===== src/rtl/vga_draw_pkg.sv =====
// ============================================================================
// Module      : vga_draw_pkg
// Description : Shared frame geometry, colour codes and draw FSM encoding.
// Revision    : 1.0 - initial release
// ============================================================================
`default_nettype none

package vga_draw_pkg;

    localparam int XRES = 160;
    localparam int YRES = 120;

    localparam logic [2:0] BLACK  = 3'b000;
    localparam logic [2:0] RED    = 3'b100;
    localparam logic [2:0] YELLOW = 3'b110;
    localparam logic [2:0] BLUE   = 3'b001;

    typedef enum logic [1:0] {
        IDLE = 2'd0,
        DRAW = 2'd1,
        DONE = 2'd2
    } draw_state_t;

endpackage

`default_nettype wire


===== src/rtl/rr_arbiter.sv =====
// ============================================================================
// Module      : rr_arbiter
// Description : Combinational round-robin pick: first set request at or after
//               the pointer, wrapping modulo NREQ.
// Revision    : 1.0 - initial release
// ============================================================================
`default_nettype none

module rr_arbiter #(
    parameter int NREQ = 3,
    parameter int PW   = 2
) (
    input  logic [NREQ-1:0] i_req,
    input  logic [PW-1:0]   i_ptr,
    output logic [NREQ-1:0] o_grant,
    output logic [PW-1:0]   o_idx,
    output logic            o_valid
);

    logic [PW:0] w_sum;

    always_comb begin
        o_grant = '0;
        o_idx   = '0;
        o_valid = 1'b0;
        w_sum   = '0;
        for (int i = 0; i < NREQ; i++) begin
            w_sum = {1'b0, i_ptr} + (PW+1)'(i);
            if (w_sum >= (PW+1)'(NREQ)) begin
                w_sum = w_sum - (PW+1)'(NREQ);
            end
            if (!o_valid && i_req[w_sum[PW-1:0]]) begin
                o_valid                 = 1'b1;
                o_idx                   = w_sum[PW-1:0];
                o_grant[w_sum[PW-1:0]] = 1'b1;
            end
        end
    end

endmodule

`default_nettype wire


===== src/rtl/vga_rect_arbiter.sv =====
// ============================================================================
// Module      : vga_rect_arbiter
// Description : Round-robin shares the VGA pixel port among NREQ rectangle
//               fill engines, scanning each rectangle row-major with clipping.
// Revision    : 1.0 - initial release
// ============================================================================
`default_nettype none

module vga_rect_arbiter #(
    parameter int NREQ = 3,
    parameter int XRES = vga_draw_pkg::XRES,
    parameter int YRES = vga_draw_pkg::YRES
) (
    input  logic              CLOCK_50,
    input  logic              reset,
    input  logic [NREQ-1:0]   req,
    input  logic [NREQ*8-1:0] req_x,
    input  logic [NREQ*7-1:0] req_y,
    input  logic [NREQ*8-1:0] req_w,
    input  logic [NREQ*7-1:0] req_h,
    input  logic [NREQ*3-1:0] req_color,
    output logic [NREQ-1:0]   ack,
    output logic [NREQ-1:0]   done,
    output logic              busy,
    output logic [7:0]        VGA_X,
    output logic [6:0]        VGA_Y,
    output logic [2:0]        VGA_COLOR,
    output logic              plot
);

    import vga_draw_pkg::*;

    localparam int PW = (NREQ > 1) ? $clog2(NREQ) : 1;

    draw_state_t     r_state;
    draw_state_t     w_state_nxt;
    logic [PW-1:0]   r_ptr;
    logic [PW-1:0]   w_ptr_nxt;

    logic [NREQ-1:0] w_gnt;
    logic [PW-1:0]   w_gidx;
    logic            w_gvalid;

    logic [7:0]      w_sx;
    logic [6:0]      w_sy;
    logic [7:0]      w_sw;
    logic [6:0]      w_sh;
    logic [2:0]      w_sc;

    logic [7:0]      r_x0;
    logic [6:0]      r_y0;
    logic [7:0]      r_w;
    logic [6:0]      r_h;
    logic [2:0]      r_col;
    logic            r_empty;
    logic [NREQ-1:0] r_gnt;
    logic [7:0]      r_cx;
    logic [6:0]      r_cy;

    logic [NREQ-1:0] r_ack;
    logic [NREQ-1:0] r_done;
    logic            r_busy;
    logic            r_plot;
    logic [7:0]      r_vx;
    logic [6:0]      r_vy;
    logic [2:0]      r_vc;

    logic            w_ld;
    logic            w_emit;
    logic [NREQ-1:0] w_ack_nxt;
    logic [NREQ-1:0] w_done_nxt;
    logic [7:0]      w_base_x;
    logic [6:0]      w_base_y;
    logic [7:0]      w_cx_nxt;
    logic [6:0]      w_cy_nxt;
    logic [2:0]      w_col_nxt;
    logic            w_row_end;
    logic            w_last_row;
    logic [8:0]      w_sum_x;
    logic [7:0]      w_sum_y;
    logic            w_plot_nxt;

    rr_arbiter #(
        .NREQ (NREQ),
        .PW   (PW)
    ) u_rr (
        .i_req   (req),
        .i_ptr   (r_ptr),
        .o_grant (w_gnt),
        .o_idx   (w_gidx),
        .o_valid (w_gvalid)
    );

    assign w_sx = req_x[w_gidx*8 +: 8];
    assign w_sy = req_y[w_gidx*7 +: 7];
    assign w_sw = req_w[w_gidx*8 +: 8];
    assign w_sh = req_h[w_gidx*7 +: 7];
    assign w_sc = req_color[w_gidx*3 +: 3];

    assign w_row_end  = (r_cx == r_w - 8'd1);
    assign w_last_row = (r_cy == r_h - 7'd1);

    // Next-state plus the pixel slot the output registers will present next cycle
    always_comb begin
        w_state_nxt = r_state;
        w_ptr_nxt   = r_ptr;
        w_ld        = 1'b0;
        w_emit      = 1'b0;
        w_ack_nxt   = '0;
        w_done_nxt  = '0;
        w_base_x    = r_x0;
        w_base_y    = r_y0;
        w_cx_nxt    = r_cx;
        w_cy_nxt    = r_cy;
        w_col_nxt   = r_col;
        case (r_state)
            IDLE: begin
                if (w_gvalid) begin
                    w_state_nxt = DRAW;
                    w_ld        = 1'b1;
                    w_ptr_nxt   = (w_gidx == PW'(NREQ-1)) ? '0 : w_gidx + PW'(1);
                    w_ack_nxt   = w_gnt;
                    w_emit      = (w_sw != 8'd0) && (w_sh != 7'd0);
                    w_base_x    = w_sx;
                    w_base_y    = w_sy;
                    w_cx_nxt    = '0;
                    w_cy_nxt    = '0;
                    w_col_nxt   = w_sc;
                end
            end
            DRAW: begin
                if (r_empty || (w_row_end && w_last_row)) begin
                    w_state_nxt = DONE;
                    w_done_nxt  = r_gnt;
                end else begin
                    w_emit = 1'b1;
                    if (w_row_end) begin
                        w_cx_nxt = '0;
                        w_cy_nxt = r_cy + 7'd1;
                    end else begin
                        w_cx_nxt = r_cx + 8'd1;
                    end
                end
            end
            DONE: begin
                w_state_nxt = IDLE;
            end
            default: begin
                w_state_nxt = IDLE;
            end
        endcase
    end

    // Sums are one bit wider so an off-frame pixel never aliases back on screen
    assign w_sum_x    = {1'b0, w_base_x} + {1'b0, w_cx_nxt};
    assign w_sum_y    = {1'b0, w_base_y} + {1'b0, w_cy_nxt};
    assign w_plot_nxt = w_emit && (w_sum_x < 9'(XRES)) && (w_sum_y < 8'(YRES));

    always_ff @(posedge CLOCK_50) begin
        if (reset) begin
            r_state <= IDLE;
            r_ptr   <= '0;
        end else begin
            r_state <= w_state_nxt;
            r_ptr   <= w_ptr_nxt;
        end
    end

    always_ff @(posedge CLOCK_50) begin
        if (reset) begin
            r_x0    <= '0;
            r_y0    <= '0;
            r_w     <= '0;
            r_h     <= '0;
            r_col   <= '0;
            r_empty <= 1'b0;
            r_gnt   <= '0;
            r_cx    <= '0;
            r_cy    <= '0;
            r_ack   <= '0;
            r_done  <= '0;
            r_busy  <= 1'b0;
            r_plot  <= 1'b0;
            r_vx    <= '0;
            r_vy    <= '0;
            r_vc    <= '0;
        end else begin
            if (w_ld) begin
                r_x0    <= w_sx;
                r_y0    <= w_sy;
                r_w     <= w_sw;
                r_h     <= w_sh;
                r_col   <= w_sc;
                r_empty <= (w_sw == 8'd0) || (w_sh == 7'd0);
                r_gnt   <= w_gnt;
            end
            r_cx   <= w_cx_nxt;
            r_cy   <= w_cy_nxt;
            r_ack  <= w_ack_nxt;
            r_done <= w_done_nxt;
            r_busy <= (w_state_nxt != IDLE);
            r_plot <= w_plot_nxt;
            if (w_emit) begin
                r_vx <= w_sum_x[7:0];
                r_vy <= w_sum_y[6:0];
                r_vc <= w_col_nxt;
            end
        end
    end

    assign ack       = r_ack;
    assign done      = r_done;
    assign busy      = r_busy;
    assign plot      = r_plot;
    assign VGA_X     = r_vx;
    assign VGA_Y     = r_vy;
    assign VGA_COLOR = r_vc;

endmodule

`default_nettype wire

===== config.mk =====
export PLATFORM = sky130hd
export DESIGN_NAME = vga_rect_arbiter
export DESIGN_NICKNAME = d
export VERILOG_FILES = /design/src/rtl/vga_draw_pkg.sv /design/src/rtl/rr_arbiter.sv /design/src/rtl/vga_rect_arbiter.sv
export SDC_FILE = /design/constraint.sdc
export NUM_CORES = 1
export LEC_CHECK = 0
export ABC_AREA = 1
export CAP_MARGIN = 15
export CORE_MARGIN = 2
export CORE_UTILIZATION = 45
export CTS_CLUSTER_SIZE = 10
export DETAILED_ROUTE_END_ITERATION = 7
export GPL_TIMING_DRIVEN = 1
export PLACE_DENSITY = 0.83
export SLEW_MARGIN = 20
export SYNTH_ARGS = -nofsm -noshare
export SYNTH_HDL_FRONTEND = slang
export SYNTH_SLANG_ARGS = --single-unit

===== constraint.sdc =====
create_clock -name CLOCK_50 -period 5.2 [get_ports CLOCK_50]
set_input_delay 1.3 -clock CLOCK_50 [delete_from_list [all_inputs] [get_ports CLOCK_50]]
set_output_delay 1.3 -clock CLOCK_50 [all_outputs]
set_load 0.1 [all_outputs]

==> impl_metrics.toml, run 1 <==
[run_status]
status = "finished clean"

[worst_setup_path]
crit_fanout = 19
critPathLaunchType = "primary input"
critPathCaptureType = "flip-flop"
crit_required_ps = 5490
arrival_ps = 5180
worstSetupPathType = "primary input to flip-flop"

[power]
vdd_drop_max_uv = 342
power_density_nw_per_um2 = 742
leakage_nw = 3.34

[cts]
cts_sinks = 82
root_buffer = "clkbuf_16"
path_clk_slew_ps = 60
numCtsBuffers = 9
cts.path.max_buffers = 2
h-tree-depth = 3
post-cts-setup-buffers = 0
cts_tree = "yes"
clkLatencyLatePin_ps = 340
cts_resized = 0
hold_buffers = 0

[layout]
drive_gt1_share_pct = 6.16
fill_cells = 994
area_growth_pct = 33.3
num-nets-final = 1050
diodes = 0
fin_util_pct = 61.9

[floorplanning]
row_count = 39
die_y_um = 113
dieArea_um2 = 12700
start_util_pct = 46.4
die_w_um = 113
ioPinCount = 130
coreArea_um2 = 11500

[place]
routabilityCongestion = 0.874
dp_hpwl_um = 11300
numPortBuffers = 129

[synthesis]
ys_top_cells_by_count = "nand2_1, nor2_1, inv_1, dfxtp_1, a21oi_1"
synth_edf_count = 0
ys_seq_area_share_pct = 30.8
ys_types = 44
ys_seq_elements = 82
synth_top_area_share_pct = 30.8
synth.avg_cell_area_um2 = 6.71
async_flop_share_pct = 0
synth.most_common_cell = "nand2_1"
synthTopCellsByArea = "dfxtp_1, nand2_1, nor2_1"
ys.flop_type = "dfxtp_1"
ys_warn_count = 0
yosys.area.top_type = "dfxtp_1"
syn-num-nets = 923
synthCells = 794
syn_area_um2 = 5330

[routing]
drtAntennaViolNets = 0
drt_drc_violations_left = 0
vias = 5679
firstDrtPassIters = 6
drt_iter0_drc = 301
wl_per_cell_um = 14.1
via_per_inst = 5.31
wirelength_um = 15000

[global_route]
grt_max_degree = 39
grt_overflow = 0
grt_pass1_vias = 5605
grt_pass1_wl_um = 25000
grt_util_all_layers_pct = 23.9
antenna_found_initial = 0

[hold_path]
hp-class = "flip-flop to flip-flop"

[sta]
hold_slack_ps = 444
finalClockSkew_ps = 8.52
rsz0062_at_grt = "false"
drv_slew = 0
fin_crit_sh_pct = 94.1
setup_tns_ps = 0
worst_pin_slew_ps = 1040
hold_viol_final = 0
maxSlewHeadroom_pct = 30.6
finalSetupViolCount = 0
min_period_ps = 4890
fmax_ghz = 0.204

[flow_run]
cap_violations = 0
[report_power, final]
group / internal (W) / total, W / switching, W
registers: 0.000839 / 0.000948 / 0.000109
logic: 0.00126 / 0.00363 / 0.00238
clock network: 0.000422 / 0.000686 / 0.000264
[path summary, 6_finish.rpt]
path                               start  endpoint  slack (ps)  cells after the start
worst min-delay path            r_gnt[2]   done[2]         440                      2
worst min register to register  r_gnt[2]   done[2]         440                      2
worst max register to register    r_w[0]      plot         720                     26
worst max-delay path              req[1]      plot         310                     23
[worst max-delay path, stage by stage]
cell             delay [ps]
clkdlybuf4s50_1         500
inv_1                    80
nand2_1                  60
nand3_1                  70
nand2_1                 160
nor3_1                  120
or2_2                   340
nor2_4                  110
buf_4                   240
nand2_1                  80
o22ai_1                 180
inv_1                    70
ha_1                    230
fa_1                    410
a31oi_1                 230
nor2_1                   70
o21ai_0                 140
nand2_1                  80
or2_2                   270
nand2_1                  70
nand2_1                  60
a21oi_1                 140
and3_1                  150
[final cells by class]
type	instances	area [µm²]	area share, %
Sequential cell	82	1640	23.1
Clock buffer	10	229	3.22
Clock inverter	6	90.1	1.27
Tap cell	143	179	2.52
Inverter	92	345	4.86
Multi-Input combinational cell	587	3180	44.7
Timing Repair Buffer	149	1440	20.3
[flip-flops by register name, summed over array words and instances, names as in the netlist]
signal / count
VGA_X: 8
r_cx: 8
r_w: 8
r_x0: 8
VGA_Y: 7
r_cy: 7
r_h: 7
r_y0: 7
VGA_COLOR: 3
ack: 3
done: 3
r_col: 3
r_gnt: 3
r_ptr: 2
r_state: 2
busy: 1
plot: 1
r_empty: 1
[per-stage QoR]
step	std cells	setup WS, ps	power (W)	area (µm²)
2_1_floorplan	794	632	0.00371	5330
3_3_place_gp	1053	173	0.00448	6780
3_5_place_dp	1053	62.7	0.00454	6780
4_1_cts	1069	382	0.00525	7100
5_1_grt	1069	2.60	0.00573	7100
6_report	1069	309	0.00527	7100
[placed cells by master, fill, tap and decap left out, types with 14 or more instances in the layout]
| cell | netlist | layout |
|---|---|---|
| nand2_1 | 197 | 197 |
| clkdlybuf4s50_1 | 0 | 129 |
| nor2_1 | 92 | 91 |
| inv_1 | 88 | 88 |
| dfxtp_1 | 82 | 82 |
| a21oi_1 | 54 | 54 |
| nand3_1 | 49 | 49 |
| xor2_1 | 23 | 23 |
| ha_1 | 23 | 23 |
| buf_4 | 4 | 20 |
| o211ai_1 | 17 | 17 |
| nor3_1 | 16 | 16 |
| o21ai_0 | 14 | 14 |
[layer usage]
metal / up-vias / GRT usage, % / wire length (µm) / share of wire [%]
met5: - / 0 / 0 / 0
met4: 0 / 9.43 / 368 / 2.4
met3: 32 / 3.86 / 687 / 4.6
met2: 172 / 43.0 / 7730 / 51
met1: 2646 / 28.4 / 6240 / 42
li1: 2829 / - / - / -
[cell families (layout without fill, tap and decap cells)]
| logic type | after synthesis | after routing | synth area share, % |
|---|---|---|---|
| AO/OA/AOI/OAI | 131 | 131 | 15.3 |
| flip-flops | 82 | 82 | 30.8 |
| buffers and inverters | 125 | 257 | 9.70 |
| XOR/XNOR | 36 | 36 | 5.92 |
| adder cells (fa/ha/maj) | 25 | 25 | 6.15 |
| AND/OR/NAND/NOR | 395 | 395 | 32.1 |
(Power assumes the default switching activity.)
==> run 2, diff against run 1 <==
--- a/config.mk
+++ b/config.mk
@@ -6,7 +6,7 @@
 export NUM_CORES = 1
 export LEC_CHECK = 0
 export ABC_AREA = 1
-export CAP_MARGIN = 15
+export CAP_MARGIN = 10
 export CORE_MARGIN = 2
 export CORE_UTILIZATION = 45
 export CTS_CLUSTER_SIZE = 10
==> results of run 2 <==
Final layout, timing and power as in run 1 (identical DEF).
==> run 3, diff against run 2 <==
--- a/config.mk
+++ b/config.mk
@@ -12,7 +12,7 @@
 export CTS_CLUSTER_SIZE = 10
 export DETAILED_ROUTE_END_ITERATION = 7
 export GPL_TIMING_DRIVEN = 1
-export PLACE_DENSITY = 0.83
+export PLACE_DENSITY = 0.86
 export SLEW_MARGIN = 20
 export SYNTH_ARGS = -nofsm -noshare
 export SYNTH_HDL_FRONTEND = slang
==> constraint.sdc (replaced) <==
create_clock -name CLOCK_50 -period 4.35 [get_ports CLOCK_50]
set_input_delay 1.0875 -clock CLOCK_50 [delete_from_list [all_inputs] [get_ports CLOCK_50]]
set_output_delay 1.0875 -clock CLOCK_50 [all_outputs]
set_load 0.1 [all_outputs]
==> run 3 against run 2 <==
Compared with the run above:
- wire length is 5.9% higher
- die area unchanged
- cell area grew 6.2%
- cell count rose by 4.4%
- clock skew about the same
- clock-buffer cell count did not move
- clock power up 19%
- global-route usage rose by 0.76 points
- sequential cell count did not move
- worst hold slack worse by 9.9 ps
- total power up 33%
- critical path depth rose by 3
==> impl_metrics.toml, run 3 (synthesis results as in run 1) <==
[cts]
root_buffer = "clkbuf_16"
cts.path.max_buffers = 2
path_clk_slew_ps = 60
h-tree-depth = 3
cts_tree = "yes"
cts_sinks = 82
clkLatencyLatePin_ps = 330
numCtsBuffers = 9

[worst_setup_path]
critPathLaunchType = "primary input"
cp_slowest_cell = "or2_2"
worst_path_most_repeated_cell = "nand2_1"
critPathCaptureType = "flip-flop"
crit_required_ps = 4630
arrival_ps = 4380
crit_fanout = 4
ff2ff_path_depth = 26
worstSetupPathType = "primary input to flip-flop"
max_stage_delay_ps = 310

[global_route]
grt_pass1_wl_um = 25900
grt_util_all_layers_pct = 24.6
grt_pass1_vias = 5748
grt_overflow = 0
grt_max_degree = 41
antenna_found_initial = 0

[sta]
finalClockSkew_ps = 8.26
setup_tns_ps = 0
fmax_ghz = 0.244
worst_pin_slew_ps = 1000
finalSetupViolCount = 0
hold_slack_ps = 434
drv_slew = 0
hold_viol_final = 0
fin_crit_sh_pct = 94.3
min_period_ps = 4100
maxSlewHeadroom_pct = 32.9

[layout]
fin_cells = 1116
multiInputGateArea_um2 = 3250
layout_commonest_cell = "nand2_1"
fill_cells = 873
num-nets-final = 1098
area_growth_pct = 41.6
final_cell_mix = "nand2_1, clkdlybuf4s50_1, nor2_1, inv_1, dfxtp_1"
drive_gt1_share_pct = 12.7
diodes = 0
seq_area_um2 = 1640
fin_util_pct = 65.8

[floorplanning]
coreArea_um2 = 11500
dieArea_um2 = 12700
die_y_um = 113
row_count = 39
start_util_pct = 46.4
ioPinCount = 130
die_w_um = 113

[flow_run]
cap_violations = 0

[routing]
firstDrtPassIters = 5
drtAntennaViolNets = 0
wl_per_cell_um = 14.3
via_per_inst = 5.22
vias = 5827
drt_drc_violations_left = 0
drt_iter0_drc = 337
wirelength_um = 15900

[hold_path]
holdPathStages = 2
hp-class = "flip-flop to flip-flop"

[run_status]
status = "finished clean"

[power]
power_density_nw_per_um2 = 929
vdd_drop_max_uv = 538
leakage_nw = 3.59
total_power_w = 0.00701

[place]
dp_hpwl_um = 12000
routabilityCongestion = 0.911
placed_cells = 1100
numPortBuffers = 129
==> run 3: final timing paths <==
kind / from / to / slack [ps]
max: req[1] / plot / 250
min: r_gnt[2] / done[2] / 430
max reg2reg: r_ptr[1] / plot / 290
min reg2reg: r_gnt[2] / done[2] / 430
==> run 3: per-layer routing <==
layer | vias up | wire length (µm) | GRT usage (%)
met3 | 43 | 646 | 4.02
met1 | 2689 | 6700 | 29.4
met5 | - | 0 | 0
li1 | 2921 | - | -
met2 | 174 | 8170 | 44.5
met4 | 0 | 407 | 9.02
==> run 3: worst max-delay path: cells and delay by family <==
kind            cells  cell delay [ps]
simple gates       12             1550
compound gates      7              880
buf+inv             6              560
fa+ha+maj           1              290
==> run 3: final cells by class <==
cell class	instances	share of cell area, %
clock inverter	5	1.05
inverter	92	4.58
tap	143	2.37
multi-input combinational	587	43.1
sequential	82	21.8
timing repair buffer	197	23.9
clock buffer	10	3.17
==> run 3: power by group <==
part	leakage, nW	internal [W]	switching [W]	total (W)
clock	0.158	0.000514	0.000304	0.000818
sequential	0.676	0.00100	0.000139	0.00114
combinational	2.76	0.00199	0.00306	0.00505
==> run 3: metrics by stage <==
step | area, µm² | setup slack, ps
2_1_floorplan | 5340 | 4.34
3_3_place_gp | 7160 | -378
3_5_place_dp | 7160 | -596
4_1_cts | 7490 | 96.5
5_1_grt | 7540 | -13.8
6_report | 7540 | 249
==> run 3: what timing repair did <==
item | 4_1_cts | 5_1_grt
setup buffers | 0 | 1
setup endpoints to repair | 5 | 3
pin swaps | 2 | 5
resized for setup | 9 | 20
hold buffers | 0 | 0
